## src/rtl/rf_write_arbiter_pkg.sv

```systemverilog
// Shared definitions for the register-file write arbiter.
// Holds default widths, the FSM state encoding and the first clear address.
// Optional feature macro: RF_X0_HARDWIRED_EN (register 0 is hardwired to zero,
// so the clear sequence skips it).
package rf_write_arbiter_pkg;

   localparam int unsigned RF_AW    = 5;
   localparam int unsigned RF_DW    = 32;
   localparam int unsigned RF_DEPTH = 32;

   typedef enum logic {
      ST_IDLE  = 1'b0,
      ST_CLEAR = 1'b1
   } state_e;

`ifdef RF_X0_HARDWIRED_EN
   localparam int unsigned CLR_FIRST = 1;
`else
   localparam int unsigned CLR_FIRST = 0;
`endif

endpackage

```

## src/rtl/rf_write_arbiter_arb.sv

```systemverilog
// 2-way round-robin arbiter.
// Ports:
//   clk, rst  clock / synchronous active-high reset
//   req[1:0]  request vector (bit 0 = A, bit 1 = B)
//   advance   arbitration is live this cycle; pointer may move
//   gnt[1:0]  gnt[i] high when requester i would be accepted if valid
// The pointer remembers the last contention winner (1 = B) and only moves when
// both requesters contend, so a lone requester never disturbs the alternation.
module rr_arb2
   import rf_write_arbiter_pkg::*;
(
   input  logic       clk,
   input  logic       rst,
   input  logic [1:0] req,
   input  logic       advance,
   output logic [1:0] gnt
);

   logic ptr;

   // Pointer starts at B so A wins the first contention.
   always_ff @(posedge clk) begin
      if (rst) begin
         ptr <= 1'b1;
      end else if (advance && (&req)) begin
         ptr <= ~ptr;
      end
   end

   // A requester is blocked only when the other one is requesting and owns the turn;
   // this keeps each grant independent of the requester's own request bit.
   always_comb begin
      gnt    = 2'b00;
      gnt[0] = ~(req[1] & ~ptr);
      gnt[1] = ~(req[0] & ptr);
   end

endmodule

```

## src/rtl/rf_write_arbiter.sv

```systemverilog
// Shares the single write port of the 32x32 register file between requester A
// (ALU writeback) and requester B (load unit) with round-robin arbitration, and
// sequences a full-file clear on request.
// Ports:
//   CLK, RST                 clock / synchronous active-high reset
//   A_VALID/A_READY/A_ADDR/A_DATA   requester A write handshake
//   B_VALID/B_READY/B_ADDR/B_DATA   requester B write handshake
//   CLR_REQ                  start a clear (sampled in IDLE only)
//   CLR_DONE                 one-cycle pulse when the clear completes
//   BUSY                     high while clearing
//   RF_WE3/RF_A3/RF_WD3      registered write port to the register file
// Optional feature macro: RF_X0_HARDWIRED_EN (writes to address 0 are accepted
// but never reach the register file; clear starts at address 1).
module rf_write_arbiter
   import rf_write_arbiter_pkg::*;
#(
   parameter int unsigned AW    = RF_AW,
   parameter int unsigned DW    = RF_DW,
   parameter int unsigned DEPTH = RF_DEPTH
) (
   input  logic          CLK,
   input  logic          RST,
   input  logic          A_VALID,
   output logic          A_READY,
   input  logic [AW-1:0] A_ADDR,
   input  logic [DW-1:0] A_DATA,
   input  logic          B_VALID,
   output logic          B_READY,
   input  logic [AW-1:0] B_ADDR,
   input  logic [DW-1:0] B_DATA,
   input  logic          CLR_REQ,
   output logic          CLR_DONE,
   output logic          BUSY,
   output logic          RF_WE3,
   output logic [AW-1:0] RF_A3,
   output logic [DW-1:0] RF_WD3
);

   state_e        state;
   state_e        state_nxt;
   logic [AW-1:0] clr_cnt;
   logic          clr_last;
   logic [1:0]    gnt;
   logic          arb_adv;
   logic          a_acc;
   logic          b_acc;
   logic [AW-1:0] sel_addr;
   logic [DW-1:0] sel_data;
   logic          x0_block;
   logic          wr_we_nxt;
   logic [AW-1:0] wr_a_nxt;
   logic [DW-1:0] wr_d_nxt;

   assign clr_last = (clr_cnt == AW'(DEPTH - 1));

   rr_arb2 u_arb (
      .clk     (CLK),
      .rst     (RST),
      .req     ({B_VALID, A_VALID}),
      .advance (arb_adv),
      .gnt     (gnt)
   );

   // Accepts derived from the grant, not from READY, to keep the comb path acyclic.
   assign a_acc    = A_VALID & gnt[0];
   assign b_acc    = B_VALID & gnt[1];
   assign sel_addr = b_acc ? B_ADDR : A_ADDR;
   assign sel_data = b_acc ? B_DATA : A_DATA;

`ifdef RF_X0_HARDWIRED_EN
   assign x0_block = (sel_addr == '0);
`else
   assign x0_block = 1'b0;
`endif

   // State register.
   always_ff @(posedge CLK) begin
      if (RST) begin
         state <= ST_IDLE;
      end else begin
         state <= state_nxt;
      end
   end

   // Next-state logic.
   always_comb begin
      state_nxt = state;
      case (state)
         ST_IDLE:  if (CLR_REQ) state_nxt = ST_CLEAR;
         ST_CLEAR: if (clr_last) state_nxt = ST_IDLE;
      endcase
   end

   // Handshake and write-port decode; a clear request blocks both requesters.
   always_comb begin
      A_READY   = 1'b0;
      B_READY   = 1'b0;
      arb_adv   = 1'b0;
      wr_we_nxt = 1'b0;
      wr_a_nxt  = RF_A3;
      wr_d_nxt  = RF_WD3;
      case (state)
         ST_IDLE: begin
            if (!CLR_REQ) begin
               A_READY = gnt[0];
               B_READY = gnt[1];
               arb_adv = 1'b1;
               if ((a_acc || b_acc) && !x0_block) begin
                  wr_we_nxt = 1'b1;
                  wr_a_nxt  = sel_addr;
                  wr_d_nxt  = sel_data;
               end
            end
         end
         ST_CLEAR: begin
            wr_we_nxt = 1'b1;
            wr_a_nxt  = clr_cnt;
            wr_d_nxt  = '0;
         end
      endcase
   end

   // Registered write port, status flags and clear counter.
   always_ff @(posedge CLK) begin
      if (RST) begin
         RF_WE3   <= 1'b0;
         RF_A3    <= '0;
         RF_WD3   <= '0;
         CLR_DONE <= 1'b0;
         BUSY     <= 1'b0;
         clr_cnt  <= '0;
      end else begin
         RF_WE3   <= wr_we_nxt;
         RF_A3    <= wr_a_nxt;
         RF_WD3   <= wr_d_nxt;
         CLR_DONE <= (state == ST_CLEAR) && clr_last;
         BUSY     <= (state_nxt == ST_CLEAR);
         if (state == ST_IDLE) begin
            if (CLR_REQ) clr_cnt <= AW'(CLR_FIRST);
         end else if (clr_last) begin
            clr_cnt <= '0;
         end else begin
            clr_cnt <= clr_cnt + AW'(1);
         end
      end
   end

endmodule
```

## config.mk

```make
export PLATFORM = sky130hd
export DESIGN_NAME = rf_write_arbiter
export DESIGN_NICKNAME = d
export VERILOG_FILES = /design/src/rtl/rf_write_arbiter_pkg.sv /design/src/rtl/rf_write_arbiter_arb.sv /design/src/rtl/rf_write_arbiter.sv
export SDC_FILE = /design/constraint.sdc
export NUM_CORES = 1
export LEC_CHECK = 0
export CORE_MARGIN = 2
export CORE_UTILIZATION = 41
export CTS_CLUSTER_SIZE = 28
export DETAILED_ROUTE_END_ITERATION = 12
export GPL_ROUTABILITY_DRIVEN = 0
export PLACE_DENSITY = 0.78
export SLEW_MARGIN = 20
export SYNTH_ARGS = -nofsm -noshare
export SYNTH_HDL_FRONTEND = slang
export SYNTH_HIERARCHICAL = 1
export SYNTH_SLANG_ARGS = --single-unit
```

## constraint.sdc

```tcl
create_clock -name CLK -period 2.55 [get_ports CLK]
set_clock_uncertainty 0.15 [all_clocks]
set_input_delay 0.51 -clock CLK [delete_from_list [all_inputs] [get_ports CLK]]
set_output_delay 0.51 -clock CLK [all_outputs]
set_load 0.005 [all_outputs]
```

==> run_results.csv <==
group,metric,value,unit
timing,setup_viol,0,
timing,rsz0062_at_grt,"no",
synth,ys_types,36,
finish,multi_input_area,1380,µm²
floorplanning,num_rows,28,
finish,nNetsFinal,443,
synth,avgSynthCellArea,10.2,µm²
critical_path,crit_path_end_kind,"primary output",
critical_path,start_kind,"primary input",
synth,synth_top_cell_by_area,"dfxtp_1",
power_and_ir_drop,ir_worst_vdd,229,µV
clock_network,clockRootBuffer,"clkbuf_8",
floorplanning,core,5920,µm²
synth,synthMuxAreaShare,0.135,
floorplanning,initial_utilization,0.426,
drt,drt_iter0_drc,89,
synth,syn-num-nets,329,
synth,synth-simple-area-share,0.0898,
synth,yosysSeqAreaShare,0.365,
grt,grt-ovfl-total,0,
drt,wl,6430,µm
placed_design,port_buffers,120,
drt,wl_per_cell,14.7,µm
worst_hold_path,worstHoldPathType,"reg2reg",
drt,drcViolationCount,0,
synth,syn_inst,247,
synth,synth_edf_count,0,
finish,drive_above_1_share,0.166,
clock_network,clk_path_buf_depth,2,
drt,firstDrtPassIters,4,
placed_design,dp_hpwl,4730,µm
critical_path,critPathMaxFanout,3,
timing,tns,0,ns
synth,yosys_warnings,6,
grt,grt_antenna_before_repair,0,
synth,syn-cell-area,2520,µm²
synth,synthAdderAreaFrac,0.0149,
clock_network,post_cts.repair.setup_buffers,0,
timing,max-slew-margin-rel,0.750,
clock_network,cts_htree_levels,2,
finish,final_util,0.655,
finish,layout_commonest_cell,"clkdlybuf4s50_1",
floorplanning,pin_count,121,
finish,register_area,921,µm²
run_status,status,"finished clean",
finish,num_antenna_cells,0,
grt,grt_pass1_wl,9630,µm
critical_path,crit_type,"in2out",
drt,num_vias,2352,
floorplanning,die_h,82.4,µm
synth,synth_compound_area_frac,0.305,
power_and_ir_drop,p_per_area,436,nW/µm²
grt,grt_pass1_vias,2175,
clock_network,cts_hold_buffers,0,
finish,mostFrequentLayoutCells,"120 x clkdlybuf4s50_1, 46 x dfxtp_1, 33 x mux2i_1, 32 x a21oi_2, 32 x a311oi_1",
clock_network,clk_pin_slew,0.08,ns
clock_network,cts_tree,"yes",
synth,synth_top_area_frac,0.365,
synth,synthArstFlopShare,0,
timing,hold_violations,0,
floorplanning,dieWidth,82.4,µm
timing,timing.final.crit_share,0.959,
timing,min_period,2.44,ns
timing,timing.fmax,409,MHz
synth,ys_seq_elements,46,
grt,grt_max_degree,41,
clock_network,ctsResizeCount,0,
clock_network,cts_buffers,5,
finish,area_delta_synth_final,53.7,%
drt,ant_nets,0,
floorplanning,fp.dieArea,6790,µm²
critical_path,worst_ep_required_time,1.89,ns
synth,synth_top_family_by_area,"compound AO/OA/AOI/OAI gates",
clock_network,clock_latency,0.30,ns
synth,yosys.area_share.xor_xnor,0,
synth,synthFlopType,"dfxtp_1",
synth,netlist_top_cells_area,"dfxtp_1 37%, mux2i_1 13%, a21oi_2 11%",
flow_run,drv_cap,0,
grt,grtUsageTotal,0.185,
finish,final.fill_count,517,
timing,tightest_slew,0.375,ns
power_and_ir_drop,p_leak,1.50,nW
drt,vias_per_cell,5.39,
timing,slew_violations,0,
critical_path,cp.arrival,1.78,ns
clock_network,clock-sinks,46,
[Yosys cell counts, types with 4 or more instances]
| library cell | number |
|---|---|
| o211ai_1 | 5 |
| dfxtp_1 | 46 |
| nand2_1 | 8 |
| a21boi_0 | 5 |
| nor3b_1 | 8 |
| buf_2 | 10 |
| a21oi_2 | 32 |
| buf_6 | 4 |
| o21ai_0 | 6 |
| o221ai_1 | 5 |
| nor2_1 | 7 |
| a311oi_1 | 32 |
| and3_1 | 6 |
| mux2i_1 | 33 |
| clkbuf_1 | 6 |
| a21oi_1 | 4 |
[cell families after synthesis]
family                   count (synthesis)
flip-flops                              46
buffers and inverters                   30
adder cells (fa/ha/maj)                  3
multiplexers                            34
AND/OR/NAND/NOR                         40
AO/OA/AOI/OAI                           94
[power breakdown]
group	leakage [nW]	switching (mW)	internal, mW
sequential	0.377	0.0263	0.759
clock	0.0438	0.237	0.184
combinational	1.08	0.191	0.293
total	1.50	0.454	1.24
[per-stage QoR]
stage | total power [mW] | setup WS (ns) | hold slack [ns] | area (µm²) | instances
after detailed placement | 1.29 | 0.100 | 0.347 | 3800 | 429
final | 1.69 | 0.105 | 0.352 | 3880 | 436
after global routing | 1.78 | 0.0455 | 0.371 | 3880 | 436
after floorplan | 1.04 | 0.647 | 0.329 | 2520 | 247
after CTS | 1.71 | 0.0905 | 0.358 | 3880 | 436
after global placement | 1.28 | 0.105 | 0.338 | 3800 | 429
[area by class of cell]
| class | instances | area share |
|---|---|---|
| clock buffer | 5 | 0.0178 |
| clock inverter | 2 | 0.00258 |
| inverter | 1 | 0.000968 |
| multi-input combinational | 171 | 0.357 |
| sequential | 46 | 0.238 |
| tap | 75 | 0.0242 |
| timing repair buffer | 136 | 0.360 |
[registers in the layout (all words and copies together) (netlist names)]
register   flops
u_arb/ptr      1
CLR_DONE       1
RF_WD3        32
RF_WE3         1
BUSY           1
RF_A3          5
clr_cnt        5
[layer usage]
layer / global-route usage / part of all wire
met3: 0.0598 / 0.090
met5: 0 / 0
met4: 0.0550 / 0.011
met2: 0.322 / 0.48
met1: 0.217 / 0.42
[worst max-delay path: stages]
cell and delay (ns):
clkdlybuf4s50_1 0.42, nor2_1 0.19, and2_1 0.16, clkdlybuf4s50_1 0.49
[worst paths after layout]
path	slack, ns	endpoint	depth (start not counted)	start
setup reg to reg	0.49	clr_cnt[3]	6	clr_cnt[0]
hold reg to reg	0.35	RF_WD3[9]	2	RF_WD3[9]
setup / recovery	0.11	A_READY	4	CLR_REQ
hold / removal	0.35	RF_WD3[9]	2	RF_WD3[9]
No activity file was read; power rests on OpenSTA's default activity.
==> RTL change 1, RTL diff (same flow settings) <==
Build with the macro `RF_X0_HARDWIRED_EN` defined.
--- a/src/rtl/rf_write_arbiter_pkg.sv
+++ b/src/rtl/rf_write_arbiter_pkg.sv
@@ -2,6 +2,8 @@
 // Holds default widths, the FSM state encoding and the first clear address.
 // Optional feature macro: RF_X0_HARDWIRED_EN (register 0 is hardwired to zero,
 // so the clear sequence skips it).
+`define RF_X0_HARDWIRED_EN
+
 package rf_write_arbiter_pkg;
 
    localparam int unsigned RF_AW    = 5;
Check against the original RTL: not equivalent (a bounded check fails within 4 cycles, from zero or initial values and one cycle with RST high).
==> RTL change 1 against the original RTL <==
Worst setup slack got worse by 0.028 ns. Largest cell class unchanged. Sequential share of layout area increased by 0.56 points. Area after synthesis decreased by 6.3%. Power increased by 2.9%. Largest power group unchanged. Sequential cell count unchanged. Clock power increased by 8.8%. Count of clock-buffer cells in the layout increased by 2. Design area decreased by 2.3%. Utilization increased by 2.9 points. First-iteration DRC count increased by 100%. Sequential power increased by 1%. Wire length increased by 22%.
==> RTL change 1: results (changes against the original RTL) <==
Area contributors post-synth dfxtp_1 (39%), a311oi_1 (12%), a31oi_1 (8.7%) (was dfxtp_1 (37%), mux2i_1 (13%), a21oi_2 (11%)); adder-cell share of the synthesized area 1.06% (was 1.49%); met3 WL 707 microns (was 576 microns); GRT met2 Usage 38.4% (was 32.2%); IR drop worst, VDD 0.000345 V (was 0.000229 V); Post-DP Area 3700 sq um (was 3800 sq um); vias in the first global route 2568 (was 2175); Signal buf overhead 36.9% (was 36.0%); Seq/Total Area, Yosys 39.0% (was 36.5%); Routed met1 length 3.30 mm (was 2.72 mm); GRT Total Usage 23.6% (was 18.5%); post-synthesis net count 366 (was 329); Rel. slew slack 50.7% (was 75.0%); seq pwr 0.000794 W (was 0.000785 W); met2 routed WL 3.72 mm (was 3.06 mm); Finished Layout Cells 469 (was 436); outcome completed (unchanged); proportion of layout cells with a drive suffix above 1 8.06% (was 16.6%); area delta synth->final 60.2% (was 53.7%); met1 usage 31.8% (was 21.7%); Netlist cell types 38 (was 36); Die X 79.9 microns (was 82.4 microns); grt ovf 0 (unchanged); final net count 477 (was 443); inverter count 2 (was 1); Seq/total area 24.3% (was 23.8%); post-DP HPWL 5.52 mm (was 4.73 mm); fillcell total 476 (was 517); multi-input logic portion of the cell area 33.8% (was 35.7%); final WL 7.82 mm (was 6.43 mm); post-synthesis mux area share 2.59% (was 13.5%); Seq cells 46 (unchanged); Bufs on Longest Clock Path 2 (unchanged); Int Power 0.00127 W (was 0.00124 W); top cells by count, synth dfxtp_1 (46), nand2_1 (38), a31oi_1 (33), nand3_1 (33), a311oi_1 (32) (was dfxtp_1 (46), mux2i_1 (33), a21oi_2 (32), a311oi_1 (32), buf_2 (10)); post-synthesis compound-gate area fraction 27.6% (was 30.5%); #MultiIn Comb 203 (was 171); largest net degree at the start of global routing 37 (was 41); DP Worst Slack -0.124 ns (was 0.100 ns); CP max FO 5 (was 3); clock buffer count 7 (was 5); Post-Synthesis Cells 285 (was 247); bufs w/o clock 138 (was 136); CP Data Arrival Time 1.81 ns (was 1.78 ns); 1st-iter DRT viols 178 (was 89); post-cts repair resize count 1 (was 0); first-pass GRT wire length 12.2 mm (was 9.63 mm)
-- RTL change 1: cell count changes in the layout (fill, tap and decap cells not counted), moves of 4 or more --
cell | before | now
and3_1 | 6 | 1
a21boi_0 | 5 | 0
nand2_1 | 8 | 38
o221ai_1 | 5 | 0
mux2i_1 | 33 | 5
o31ai_1 | 0 | 4
o311ai_0 | 0 | 4
o211ai_1 | 5 | 0
a21oi_1 | 4 | 8
a21oi_2 | 32 | 1
a31oi_1 | 1 | 33
nand3_1 | 2 | 33
-- RTL change 1: final timing paths --
| path | start | endpoint | slack, ns | cells after the start |
|---|---|---|---|---|
| max | A_VALID | B_READY | 0.08 | 4 |
| min | clr_cnt[3] | RF_A3[3] | 0.36 | 2 |
| max reg2reg | clr_cnt[0] | clr_cnt[2] | 0.48 | 6 |
| min reg2reg | clr_cnt[3] | RF_A3[3] | 0.36 | 2 |
==> RTL change 2, RTL diff (same flow settings) <==
Without the edit above. Reset style: asynchronous (`RST` and `rst`), changed in 3 clocked blocks. Comments in the files are not updated.
--- a/src/rtl/rf_write_arbiter_arb.sv
+++ b/src/rtl/rf_write_arbiter_arb.sv
@@ -19,7 +19,7 @@
    logic ptr;
 
    // Pointer starts at B so A wins the first contention.
-   always_ff @(posedge clk) begin
+   always_ff @(posedge clk or posedge rst) begin
       if (rst) begin
          ptr <= 1'b1;
       end else if (advance && (&req)) begin
--- a/src/rtl/rf_write_arbiter.sv
+++ b/src/rtl/rf_write_arbiter.sv
@@ -74,7 +74,7 @@
 `endif
 
    // State register.
-   always_ff @(posedge CLK) begin
+   always_ff @(posedge CLK or posedge RST) begin
       if (RST) begin
          state <= ST_IDLE;
       end else begin
@@ -121,7 +121,7 @@
    end
 
    // Registered write port, status flags and clear counter.
-   always_ff @(posedge CLK) begin
+   always_ff @(posedge CLK or posedge RST) begin
       if (RST) begin
          RF_WE3   <= 1'b0;
          RF_A3    <= '0;
Behaviour: differs if RST is asserted again (counterexample within 4 cycles, from zero or initial values and one cycle with RST high); with RST held inactive, the same outputs for 10 cycles.
==> RTL change 2 against the original RTL <==
Sequential cell count unchanged. Synthesized cell count down 23%. Wire length down 8.1%. Final cell count down 12%. Critical path type unchanged. Largest power group unchanged. Worst setup slack better by 0.071 ns. Utilization up 2.6 points. Power up 25%. Area after synthesis down 7.3%. Design area down 3.3%.
==> RTL change 2: results (changes against the original RTL) <==
Post-DP Area 3660 sq um (was 3800 sq um); inverter count 5 (was 1); 1st-iter DRT viols 91 (was 89); WL/cell 15.3 microns (was 14.7 microns); Area contributors post-synth dfrtp_1 (48%), mux2i_1 (16%), o2bb2ai_1 (7.1%) (was dfxtp_1 (37%), mux2i_1 (13%), a21oi_2 (11%)); #MultiIn Comb 123 (was 171); GRT met2 Usage 33.4% (was 32.2%); Seq cells 46 (unchanged); GRT Total Usage 19.6% (was 18.5%); Worst R2R Setup Slack 0.68 ns (was 0.49 ns); proportion of layout cells with a drive suffix above 1 10.2% (was 16.6%); met3 WL 449 microns (was 576 microns); multi-input logic portion of the cell area 28.4% (was 35.7%); outcome completed (unchanged); top cells by count, synth dfrtp_1 (45), mux2i_1 (38), o2bb2ai_1 (19) (was dfxtp_1 (46), mux2i_1 (33), a21oi_2 (32), a311oi_1 (32), buf_2 (10)); Die X 79.5 microns (was 82.4 microns); Post-Synthesis Cells 189 (was 247); seq pwr 0.000927 W (was 0.000785 W); IR drop worst, VDD 0.000497 V (was 0.000229 V); sequential share of power 44.0% (was 46.5%); bufs w/o clock 131 (was 136); vias per cell 5.11 (was 5.39); Int Power 0.00148 W (was 0.00124 W); CP Data Arrival Time 1.71 ns (was 1.78 ns); Signal buf overhead 35.6% (was 36.0%); DP Worst Slack 0.135 ns (was 0.100 ns)
RTL change 2: kinds of logic (layout without fill, tap and decap cells):
| logic type | Yosys count | count (layout) | synth area share (%) |
|---|---|---|---|
| AND/OR/NAND/NOR | 27 | 27 | 6.16 |
| flip-flops | 46 | 46 | 49.3 |
| AO/OA/AOI/OAI | 54 | 54 | 21.1 |
| adder cells (fa/ha/maj) | 3 | 3 | 1.61 |
| XOR/XNOR | 1 | 1 | 0.375 |
| buffers and inverters | 20 | 144 | 5.14 |
| multiplexers | 38 | 38 | 16.3 |
RTL change 2: path summary, 6_finish.rpt:
path	start	cells past startpoint	end
max	CLR_REQ	4	B_READY
max in group asynchronous	RST	3	RF_WD3[25]
min reg2reg	RF_WD3[7]	1	RF_WD3[7]
min in group asynchronous	RST	2	u_arb/ptr
min	RF_WD3[7]	1	RF_WD3[7]
max reg2reg	u_arb/ptr	6	RF_WD3[13]
